File: config.mk
export PLATFORM = sky130hd
export DESIGN_NAME = spi_lcd_sink
export DESIGN_NICKNAME = d
export VERILOG_FILES = /design/src/rtl/lcd_pkg.sv /design/src/rtl/spi_byte_rx.sv /design/src/rtl/spi_lcd_sink.sv
export SDC_FILE = /design/constraint.sdc
export NUM_CORES = 1
export LEC_CHECK = 0
export BUFFER_PORTS_ARGS = -buffer_cell sky130_fd_sc_hd__buf_2
export CAP_MARGIN = 10
export CELL_PAD_IN_SITES_DETAIL_PLACEMENT = 1
export CELL_PAD_IN_SITES_GLOBAL_PLACEMENT = 1
export CORE_MARGIN = 2
export CORE_UTILIZATION = 45
export CTS_BUF_LIST = sky130_fd_sc_hd__clkbuf_4 sky130_fd_sc_hd__clkbuf_8 sky130_fd_sc_hd__clkbuf_16
export DETAILED_ROUTE_END_ITERATION = 10
export PLACE_DENSITY_LB_ADDON = 0.25
export SYNTH_ARGS = -nofsm -noshare
export SYNTH_HDL_FRONTEND = slang
export SYNTH_SLANG_ARGS = --single-unit
File: constraint.sdc
create_clock -name clk -period 2.15 [get_ports clk]
set_input_delay 0.645 -clock clk [delete_from_list [all_inputs] [get_ports clk]]
set_output_delay 0.645 -clock clk [all_outputs]
set_load 0.1 [all_outputs]
File: src/rtl/lcd_pkg.sv
// ============================================================================
// Module : lcd_pkg
// Brief  : Shared opcodes, decoder states and panel defaults for spi_lcd_sink.
// Rev    : 1.0
// ============================================================================
`default_nettype none

package lcd_pkg;

    localparam int LCD_W_DEFAULT = 132;
    localparam int LCD_H_DEFAULT = 162;

    localparam logic [7:0] CMD_SWRESET = 8'h01;
    localparam logic [7:0] CMD_CASET   = 8'h2A;
    localparam logic [7:0] CMD_RASET   = 8'h2B;
    localparam logic [7:0] CMD_RAMWR   = 8'h2C;

    typedef enum logic [2:0] {
        CMD   = 3'd0,
        CASET = 3'd1,
        RASET = 3'd2,
        WR_HI = 3'd3,
        WR_LO = 3'd4
    } state_t;

endpackage

`default_nettype wire

File: src/rtl/spi_byte_rx.sv
// ============================================================================
// Module : spi_byte_rx
// Brief  : Oversampling SPI receiver: synchronizers, SCK edge detect, bytes.
// Rev    : 1.0
// ============================================================================
`default_nettype none

module spi_byte_rx (
    input  logic       clk,
    input  logic       rst_n,
    input  logic       lcd_clk_in,
    input  logic       lcd_data_in,
    input  logic       lcd_dc_in,
    input  logic       lcd_cs_n_in,
    input  logic       lcd_rst_n_in,
    output logic       byte_valid,
    output logic [7:0] byte_data,
    output logic       byte_dc,
    output logic       panel_rst
);

    // Synchronizer bit order: {rst_n, cs_n, dc, mosi, sck}
    logic [4:0] r_s1;
    logic [4:0] r_s2;
    logic       r_sck_d;
    logic       r_cs_d;
    logic [6:0] r_shift;
    logic [2:0] r_bit_cnt;

    logic w_sck_rise;
    logic w_shift_en;

    assign w_sck_rise = r_s2[0] & ~r_sck_d;
    // An edge coinciding with CS_n rising still counts, so a closing byte completes.
    assign w_shift_en = w_sck_rise & (~r_s2[3] | ~r_cs_d);
    assign panel_rst  = ~r_s2[4];

    always_ff @(posedge clk) begin
        if (!rst_n) begin
            r_s1       <= '0;
            r_s2       <= '0;
            r_sck_d    <= 1'b0;
            r_cs_d     <= 1'b0;
            r_shift    <= '0;
            r_bit_cnt  <= '0;
            byte_valid <= 1'b0;
            byte_data  <= '0;
            byte_dc    <= 1'b0;
        end else begin
            r_s1       <= {lcd_rst_n_in, lcd_cs_n_in, lcd_dc_in, lcd_data_in, lcd_clk_in};
            r_s2       <= r_s1;
            r_sck_d    <= r_s2[0];
            r_cs_d     <= r_s2[3];
            byte_valid <= 1'b0;
            if (!r_s2[4]) begin
                r_bit_cnt <= '0;
            end else if (w_shift_en) begin
                r_shift   <= {r_shift[5:0], r_s2[1]};
                r_bit_cnt <= r_bit_cnt + 3'd1;
                if (r_bit_cnt == 3'd7) begin
                    byte_valid <= 1'b1;
                    byte_data  <= {r_shift, r_s2[1]};
                    byte_dc    <= r_s2[2];
                end
            end else if (r_s2[3]) begin
                r_bit_cnt <= '0;
            end
        end
    end

endmodule

`default_nettype wire

File: src/rtl/spi_lcd_sink.sv
// ============================================================================
// Module : spi_lcd_sink
// Brief  : Decodes the SPI LCD stream into commands and addressed RGB565 pixels.
// Rev    : 1.0
// ============================================================================
`default_nettype none

module spi_lcd_sink
    import lcd_pkg::*;
#(
    parameter int LCD_W = LCD_W_DEFAULT,
    parameter int LCD_H = LCD_H_DEFAULT
) (
    input  logic        clk,
    input  logic        rst_n,
    input  logic        lcd_clk_in,
    input  logic        lcd_data_in,
    input  logic        lcd_dc_in,
    input  logic        lcd_cs_n_in,
    input  logic        lcd_rst_n_in,
    output logic        cmd_valid,
    output logic [7:0]  cmd_byte,
    output logic        pixel_valid,
    output logic [7:0]  pixel_x,
    output logic [7:0]  pixel_y,
    output logic [15:0] pixel_data,
    output logic        frame_done
);

    localparam logic [7:0] c_XE_DEF = 8'(LCD_W - 1);
    localparam logic [7:0] c_YE_DEF = 8'(LCD_H - 1);

    logic       w_bv, w_bdc, w_panel_rst;
    logic [7:0] w_byte;

    spi_byte_rx u_rx (
        .clk          (clk),
        .rst_n        (rst_n),
        .lcd_clk_in   (lcd_clk_in),
        .lcd_data_in  (lcd_data_in),
        .lcd_dc_in    (lcd_dc_in),
        .lcd_cs_n_in  (lcd_cs_n_in),
        .lcd_rst_n_in (lcd_rst_n_in),
        .byte_valid   (w_bv),
        .byte_data    (w_byte),
        .byte_dc      (w_bdc),
        .panel_rst    (w_panel_rst)
    );

    state_t     r_state, w_state;
    logic [1:0] r_idx, w_idx;
    logic [7:0] r_p_start, w_p_start;
    logic [7:0] r_xs, r_xe, r_ys, r_ye, w_xs, w_xe, w_ys, w_ye;
    logic [7:0] r_cx, r_cy, w_cx, w_cy;
    logic [7:0] r_hi, w_hi;
    logic       w_cmd_valid, w_pix_valid, w_fd;
    logic [7:0] w_cmd_byte, w_px, w_py;
    logic [15:0] w_pd;

    always_comb begin
        w_state     = r_state;
        w_idx       = r_idx;
        w_p_start   = r_p_start;
        w_xs        = r_xs;
        w_xe        = r_xe;
        w_ys        = r_ys;
        w_ye        = r_ye;
        w_cx        = r_cx;
        w_cy        = r_cy;
        w_hi        = r_hi;
        w_cmd_valid = 1'b0;
        w_cmd_byte  = cmd_byte;
        w_pix_valid = 1'b0;
        w_px        = pixel_x;
        w_py        = pixel_y;
        w_pd        = pixel_data;
        w_fd        = 1'b0;
        if (w_panel_rst) begin
            w_state = CMD;
            w_xs    = 8'd0;
            w_xe    = c_XE_DEF;
            w_ys    = 8'd0;
            w_ye    = c_YE_DEF;
        end else if (w_bv && !w_bdc) begin
            w_cmd_valid = 1'b1;
            w_cmd_byte  = w_byte;
            w_idx       = 2'd0;
            case (w_byte)
                CMD_CASET: w_state = CASET;
                CMD_RASET: w_state = RASET;
                CMD_RAMWR: begin
                    w_cx    = r_xs;
                    w_cy    = r_ys;
                    w_state = WR_HI;
                end
                CMD_SWRESET: begin
                    w_state = CMD;
                    w_xs    = 8'd0;
                    w_xe    = c_XE_DEF;
                    w_ys    = 8'd0;
                    w_ye    = c_YE_DEF;
                end
                default: w_state = CMD;
            endcase
        end else if (w_bv) begin
            case (r_state)
                CASET, RASET: begin
                    // High bytes are ignored; the window only changes on the end-low byte.
                    w_idx = r_idx + 2'd1;
                    if (r_idx == 2'd1) w_p_start = w_byte;
                    if (r_idx == 2'd3) begin
                        w_state = CMD;
                        if (r_state == CASET) begin
                            w_xs = r_p_start;
                            w_xe = w_byte;
                        end else begin
                            w_ys = r_p_start;
                            w_ye = w_byte;
                        end
                    end
                end
                WR_HI: begin
                    w_hi    = w_byte;
                    w_state = WR_LO;
                end
                WR_LO: begin
                    w_pix_valid = 1'b1;
                    w_px        = r_cx;
                    w_py        = r_cy;
                    w_pd        = {r_hi, w_byte};
                    w_state     = WR_HI;
                    if (r_cx == r_xe) begin
                        w_cx = r_xs;
                        if (r_cy == r_ye) begin
                            w_cy = r_ys;
                            w_fd = 1'b1;
                        end else begin
                            w_cy = r_cy + 8'd1;
                        end
                    end else begin
                        w_cx = r_cx + 8'd1;
                    end
                end
                default: ;
            endcase
        end
    end

    always_ff @(posedge clk) begin
        if (!rst_n) begin
            r_state     <= CMD;
            r_idx       <= '0;
            r_p_start   <= '0;
            r_xs        <= 8'd0;
            r_xe        <= c_XE_DEF;
            r_ys        <= 8'd0;
            r_ye        <= c_YE_DEF;
            r_cx        <= '0;
            r_cy        <= '0;
            r_hi        <= '0;
            cmd_valid   <= 1'b0;
            cmd_byte    <= '0;
            pixel_valid <= 1'b0;
            pixel_x     <= '0;
            pixel_y     <= '0;
            pixel_data  <= '0;
            frame_done  <= 1'b0;
        end else begin
            r_state     <= w_state;
            r_idx       <= w_idx;
            r_p_start   <= w_p_start;
            r_xs        <= w_xs;
            r_xe        <= w_xe;
            r_ys        <= w_ys;
            r_ye        <= w_ye;
            r_cx        <= w_cx;
            r_cy        <= w_cy;
            r_hi        <= w_hi;
            cmd_valid   <= w_cmd_valid;
            cmd_byte    <= w_cmd_byte;
            pixel_valid <= w_pix_valid;
            pixel_x     <= w_px;
            pixel_y     <= w_py;
            pixel_data  <= w_pd;
            frame_done  <= w_fd;
        end
    end

endmodule

`default_nettype wire

==> qor.txt, run 1 <==
Outcome -> finished clean
Vias/cell -> 5.43
DR vias -> 5014
Chip height -> 118 um
Clock Sink Count -> 144
Layout cell share with drive strength beyond 1 -> 18.2%
Grt total ovfl -> 0
Cell variety after synth -> 47
Antenna violations before repair -> 0
CP peak stage delay -> 0.55 ns
Final critical-path required period -> 2.08 ns
Fin crit share -> 97.0%
Worst hold margin -> 0.435 ns
Clock Tree Buf Depth -> 2
Final Cell Area -> 6980 sq um
CP arrival -> 2.43 ns
Placed inst area -> 6390 sq um
Final core utilization -> 55.3%
Worst Tran Pin Value -> 0.591 ns
CP max stage cell -> or4b_1
Final ANT Viol Nets -> 0
Crit path kind -> reg2reg
Top FF cell, synth -> dfxtp_1
Total power -> 5.58 mW
Port Buffers -> 49
FMAX -> 480 MHz
WL final -> 16.6 mm
Mapped cell area -> 5820 sq um
Io pins -> 50
First-pass GRT wire length -> 27.0 mm
Crit start category -> flip-flop
Worst min-delay path class -> in2reg
CP Buf/Inv Count -> 1
Top Family by Delay on Critical Path -> simple AND/OR/NAND/NOR gates
Worst-Skew Late Latency -> 0.42 ns
Initial core utilization -> 46.1%
P&R area growth vs syn -> 19.8%
Cell count after synthesis -> 682
Htree depth -> 4
Final Hold Vio Count -> 0
Ys async rst share -> 0%
# nets final -> 754
Die W -> 118 um
Critical Path Fanout Max -> 10
Diodes inserted -> 0
Post-synth EDFFs -> 0
Static leakage -> 2.79 nW
FP Rows -> 41
Power Density -> 799 nW/um^2
1st-iter DRT viols -> 261
Die Area -> 13900 sq um
Gpl congestion -> 0.893
Final total negative setup slack -> 0 ns
Core footprint -> 12600 sq um
DRC -> 0
Post-detail-place hpwl -> 11.5 mm
GRT Total Usage -> 24.5%
Post-synthesis sequential area ratio -> 49.5%
First-pass DRT Iterations -> 4
Max-cap violation count -> 0
Vias in the first global route -> 5304
Pin count of the biggest net entering global routing -> 82
VDD IR max -> 0.448 mV
Max-Slew Margin vs Limit -> 60.5%
Count of pins over their slew limit -> 0
Synth Warn # -> 0
Max reg flops -> 16
CTS hold repair buffers -> 0
TritonCTS clock tree -> built
Biggest register -> pixel_data
WP data required -> 2.49 ns
Routed len/inst -> 17.9 um
CP Capture Type -> flip-flop
Register-to-register setup slack -> 0.07 ns
Skew final -> 0.00688 ns
Clk slew on worst S/H paths -> 0.06 ns
Number of CTS-inserted buffers -> 17
RSZ-0062 raised after global routing -> false
Crit-path cells -> or3b_4, nor4_4, buf_4, nor2_4, or4b_1, a31oi_1
Seq cells post-synth -> 144
Mapped Avg Cell Area -> 8.54 sq um
CTS root buffer -> clkbuf_16
Mapped Nets -> 695
Endpoints failing setup -> 0
layout make-up:
class	instances	area [sq um]
Clock buffer	21	455
Timing Repair Buffer	91	573
Tap cell	172	215
Sequential cell	144	2880
Inverter	4	15.0
Clock inverter	8	92.6
Fill cell	1521	5640
Multi-Input combinational cell	483	2740
power breakdown:
part / total (mW) / leakage [nW] / switching (mW) / internal [mW]
sequential: 2.69 / 1.16 / 0.0108 / 2.68
combinational: 0.0877 / 1.35 / 0.0599 / 0.0278
clock: 2.79 / 0.276 / 1.07 / 1.73
total: 5.58 / 2.79 / 1.14 / 4.44
layout by cell type, fill, tap and decap left out, types with 5 or more instances in the layout:
cell and count:
a211oi_1 6, a21oi_1 57, a31oi_1 5, and2_1 13
buf_2 49, buf_4 41, clkbuf_16 17, clkinv_2 5
dfxtp_1 144, ha_1 6, mux2i_1 45, nand2_1 121
nand3_1 43, nor2_1 61, nor3_1 10, o21ai_0 37
o22ai_1 10, or2_2 6, xnor2_1 10, xor2_1 8
synthesized netlist by cell type (all sizes together), types with 8 or more instances:
cell,count,share of area [%]
mux2i,45,7.7
and2,13,1.4
nor2,62,4.0
nand3,43,3.7
dfxtp,144,50
o22ai,10,1.1
buf,13,1.1
o21ai,37,3.2
xnor2,10,1.5
nand2,121,7.8
xor2,8,1.2
a21oi,57,4.9
nor3,10,0.86
clkbuf,38,2.4
path summary, 6_finish.rpt:
| kind | endpoint | depth (start not counted) | startpoint |
|---|---|---|---|
| setup / recovery | r_cy[0] | 6 | u_rx.byte_data[0] |
| hold reg to reg | u_rx.r_s2[2] | 1 | u_rx.r_s1[2] |
| hold / removal | u_rx.r_s1[3] | 2 | lcd_cs_n_in |
| setup reg to reg | r_cy[0] | 6 | u_rx.byte_data[0] |
cell families after synthesis:
| group | share of synthesized area [%] |
|---|---|
| buffers and inverters | 3.85 |
| and+or+nand+nor | 22.2 |
| muxes | 8.12 |
| DFF | 49.5 |
| adders and majority gates | 1.29 |
| AOI/OAI and AO/OA | 12.4 |
| xor gates and xnor gates | 2.71 |
layer usage:
layer / GRT usage [%] / part of all wire, %
met3: 4.26 / 2.6
met5: 0 / 0
met1: 29.6 / 43
met2: 43.0 / 52
met4: 9.86 / 2.0
metrics by stage:
step	setup slack, ns	cells
6_report	0.0651	923
5_1_grt	0.00384	923
4_1_cts	0.0895	921
3_5_place_dp	0.0831	892
3_3_place_gp	0.161	892
2_1_floorplan	0.255	682
what timing repair did:
item,4_1_cts,5_1_grt
gates resized for setup,0,4
endpoints found under the setup margin,0,7
setup buffers,0,2
Power figures use the tool's default switching activity.
==> run 2: changes to the inputs <==
Settings changed: PLACE_DENSITY_LB_ADDON 0.25 to 0.1.
==> qor.txt, run 2 (same netlist as run 1, synthesis figures left out) <==
Vias in the first global route -> 5171
VDD IR max -> 0.519 mV
Global-route track usage on met1 -> 30.4%
Hold endpoint -> u_rx.r_s1[2]
WP data required -> 2.49 ns
Clk slew on worst S/H paths -> 0.06 ns
Diodes inserted -> 0
Post-detail-place hpwl -> 11.6 mm
Layout cell share with drive strength beyond 1 -> 18.6%
Initial core utilization -> 46.1%
Grt total ovfl -> 0
Commonest non-fill, non-tap cell in the layout -> dfxtp_1
Reg2Reg Depth -> 6
Met3 usage -> 5.14%
Die W -> 118 um
CTS hold repair buffers -> 0
Switching Share -> 20.3%
GR Layer Usage met2 -> 41.3%
Crit start category -> flip-flop
Total power -> 5.92 mW
Worst-Skew Late Latency -> 0.42 ns
Combinational Power Share -> 1.6%
Register-to-register setup slack -> 0.14 ns
Crit-path cells -> or3_4, nor4_4, buf_4, nor2_2, or4b_1, a31oi_1
1st-iter DRT viols -> 301
P&R area growth vs syn -> 21.3%
CP max stage cell -> or4b_1
Htree depth -> 4
Switching power -> 1.20 mW
# nets final -> 758
DRC -> 0
Vias/cell -> 5.35
CP Capture Type -> flip-flop
FMAX -> 498 MHz
FF-to-FF End -> r_cy[0]
First-pass DRT Iterations -> 4
Die Area -> 13900 sq um
Power Internal -> 4.72 mW
Hold depth -> 2
GR peak layer -> met2
Core footprint -> 12600 sq um
Critical Path Fanout Max -> 5
Chip height -> 118 um
Clk pwr share -> 52.9%
Max-cap violation count -> 0
First-pass GRT wire length -> 26.8 mm
DR vias -> 4966
HP Start -> lcd_dc_in
Sequential power share -> 45.4%
CP peak stage delay -> 0.53 ns
Skew final -> 0.00960 ns
Max reg flops -> 16
Routed len/inst -> 17.7 um
RSZ-0062 raised after global routing -> false
Outcome -> finished clean
Clock Sink Count -> 144
TritonCTS clock tree -> built
Endpoints failing setup -> 0
WL final -> 16.4 mm
Static leakage -> 2.83 nW
Most frequent cells in the layout -> dfxtp_1 (144), nand2_1 (121), nor2_1 (61)
Count of pins over their slew limit -> 0
Crit path kind -> reg2reg
Final ANT Viol Nets -> 0
CTS root buffer -> clkbuf_16
Final critical-path required period -> 2.01 ns
Io pins -> 50
Biggest register -> pixel_data
Power Density -> 838 nW/um^2
Worst min-delay path class -> in2reg
Final Hold Vio Count -> 0
Worst Tran Pin Value -> 0.601 ns
Gpl congestion -> 0.869
GRT Total Usage -> 24.2%
FP Rows -> 41
Port Buffers -> 49
Max-Slew Margin vs Limit -> 59.8%
RR Startpoint -> u_rx.byte_data[4]
Number of CTS-inserted buffers -> 17
Clock Tree Buf Depth -> 2
CP arrival -> 2.35 ns
Antenna violations before repair -> 0
Pin count of the biggest net entering global routing -> 55
Final total negative setup slack -> 0 ns
Fin crit share -> 93.3%
## run 2: worst max-delay path by stage
stage,startpoint,end,slack [ns],cells after the start
5_1_grt,r_cy[2],r_cy[4],0.01,6
3_5_place_dp,u_rx.byte_data[4],r_cy[0],0.15,5
3_3_place_gp,u_rx.byte_data[4],r_cy[0],0.22,5
6_report,u_rx.byte_data[4],r_cy[0],0.14,6
2_1_floorplan,u_rx.byte_data[5],r_ye[5],0.25,7
4_1_cts,u_rx.byte_data[4],r_cy[0],0.13,5
## run 2: per-stage QoR
| stage | worst slack [ns] | instances | cell area (sq um) | hold WS [ns] | util (%) |
|---|---|---|---|---|---|
| global route | 0.00997 | 929 | 7070 | 0.420 | 56.0 |
| floorplan | 0.255 | 682 | 5820 | 0.412 | - |
| global placement | 0.217 | 897 | 6420 | 0.415 | 50.9 |
| finish | 0.143 | 929 | 7070 | 0.433 | 56.0 |
| CTS | 0.134 | 928 | 7050 | 0.420 | 55.9 |
| detailed placement | 0.148 | 897 | 6420 | 0.424 | 50.9 |
## run 2: final cells by class
| type | count | area, sq um |
|---|---|---|
| clock buffers | 24 | 509 |
| fillers | 1533 | 5550 |
| repair buffers | 95 | 591 |
| multi-input cells | 483 | 2730 |
| inverters | 4 | 15.0 |
| well taps | 172 | 215 |
| clock inverters | 7 | 124 |
| flip-flops and latches | 144 | 2880 |
## run 2: power by group through the flow
stage | Sequential (mW) | Clock, mW | Combinational, mW
after floorplan | 2.75 | 0 | 0.0578
after global placement | 2.75 | 0 | 0.0932
after detailed placement | 2.75 | 0 | 0.0978
after CTS | 2.69 | 3.18 | 0.0981
after global routing | 2.69 | 3.29 | 0.107
final | 2.69 | 3.13 | 0.0970
## run 2: timing repair
item / in CTS / in global routing
setup buffers: 0 / 1
resized for setup: 0 / 1
endpoints found under the setup margin: 0 / 15
## run 2: worst max-delay path, delay by kind of cell (launching register included)
family | cells | cell delay [ns]
compound gates | 1 | 0.17
flops | 1 | 0.31
buf+inv | 1 | 0.18
simple gates | 4 | 1.28
## run 2: routing by layer
layer	vias to the layer above	part of all wire (%)
li1	2448	-
met1	2434	45
met2	66	51
met3	18	2.8
met4	0	1.5
met5	-	0
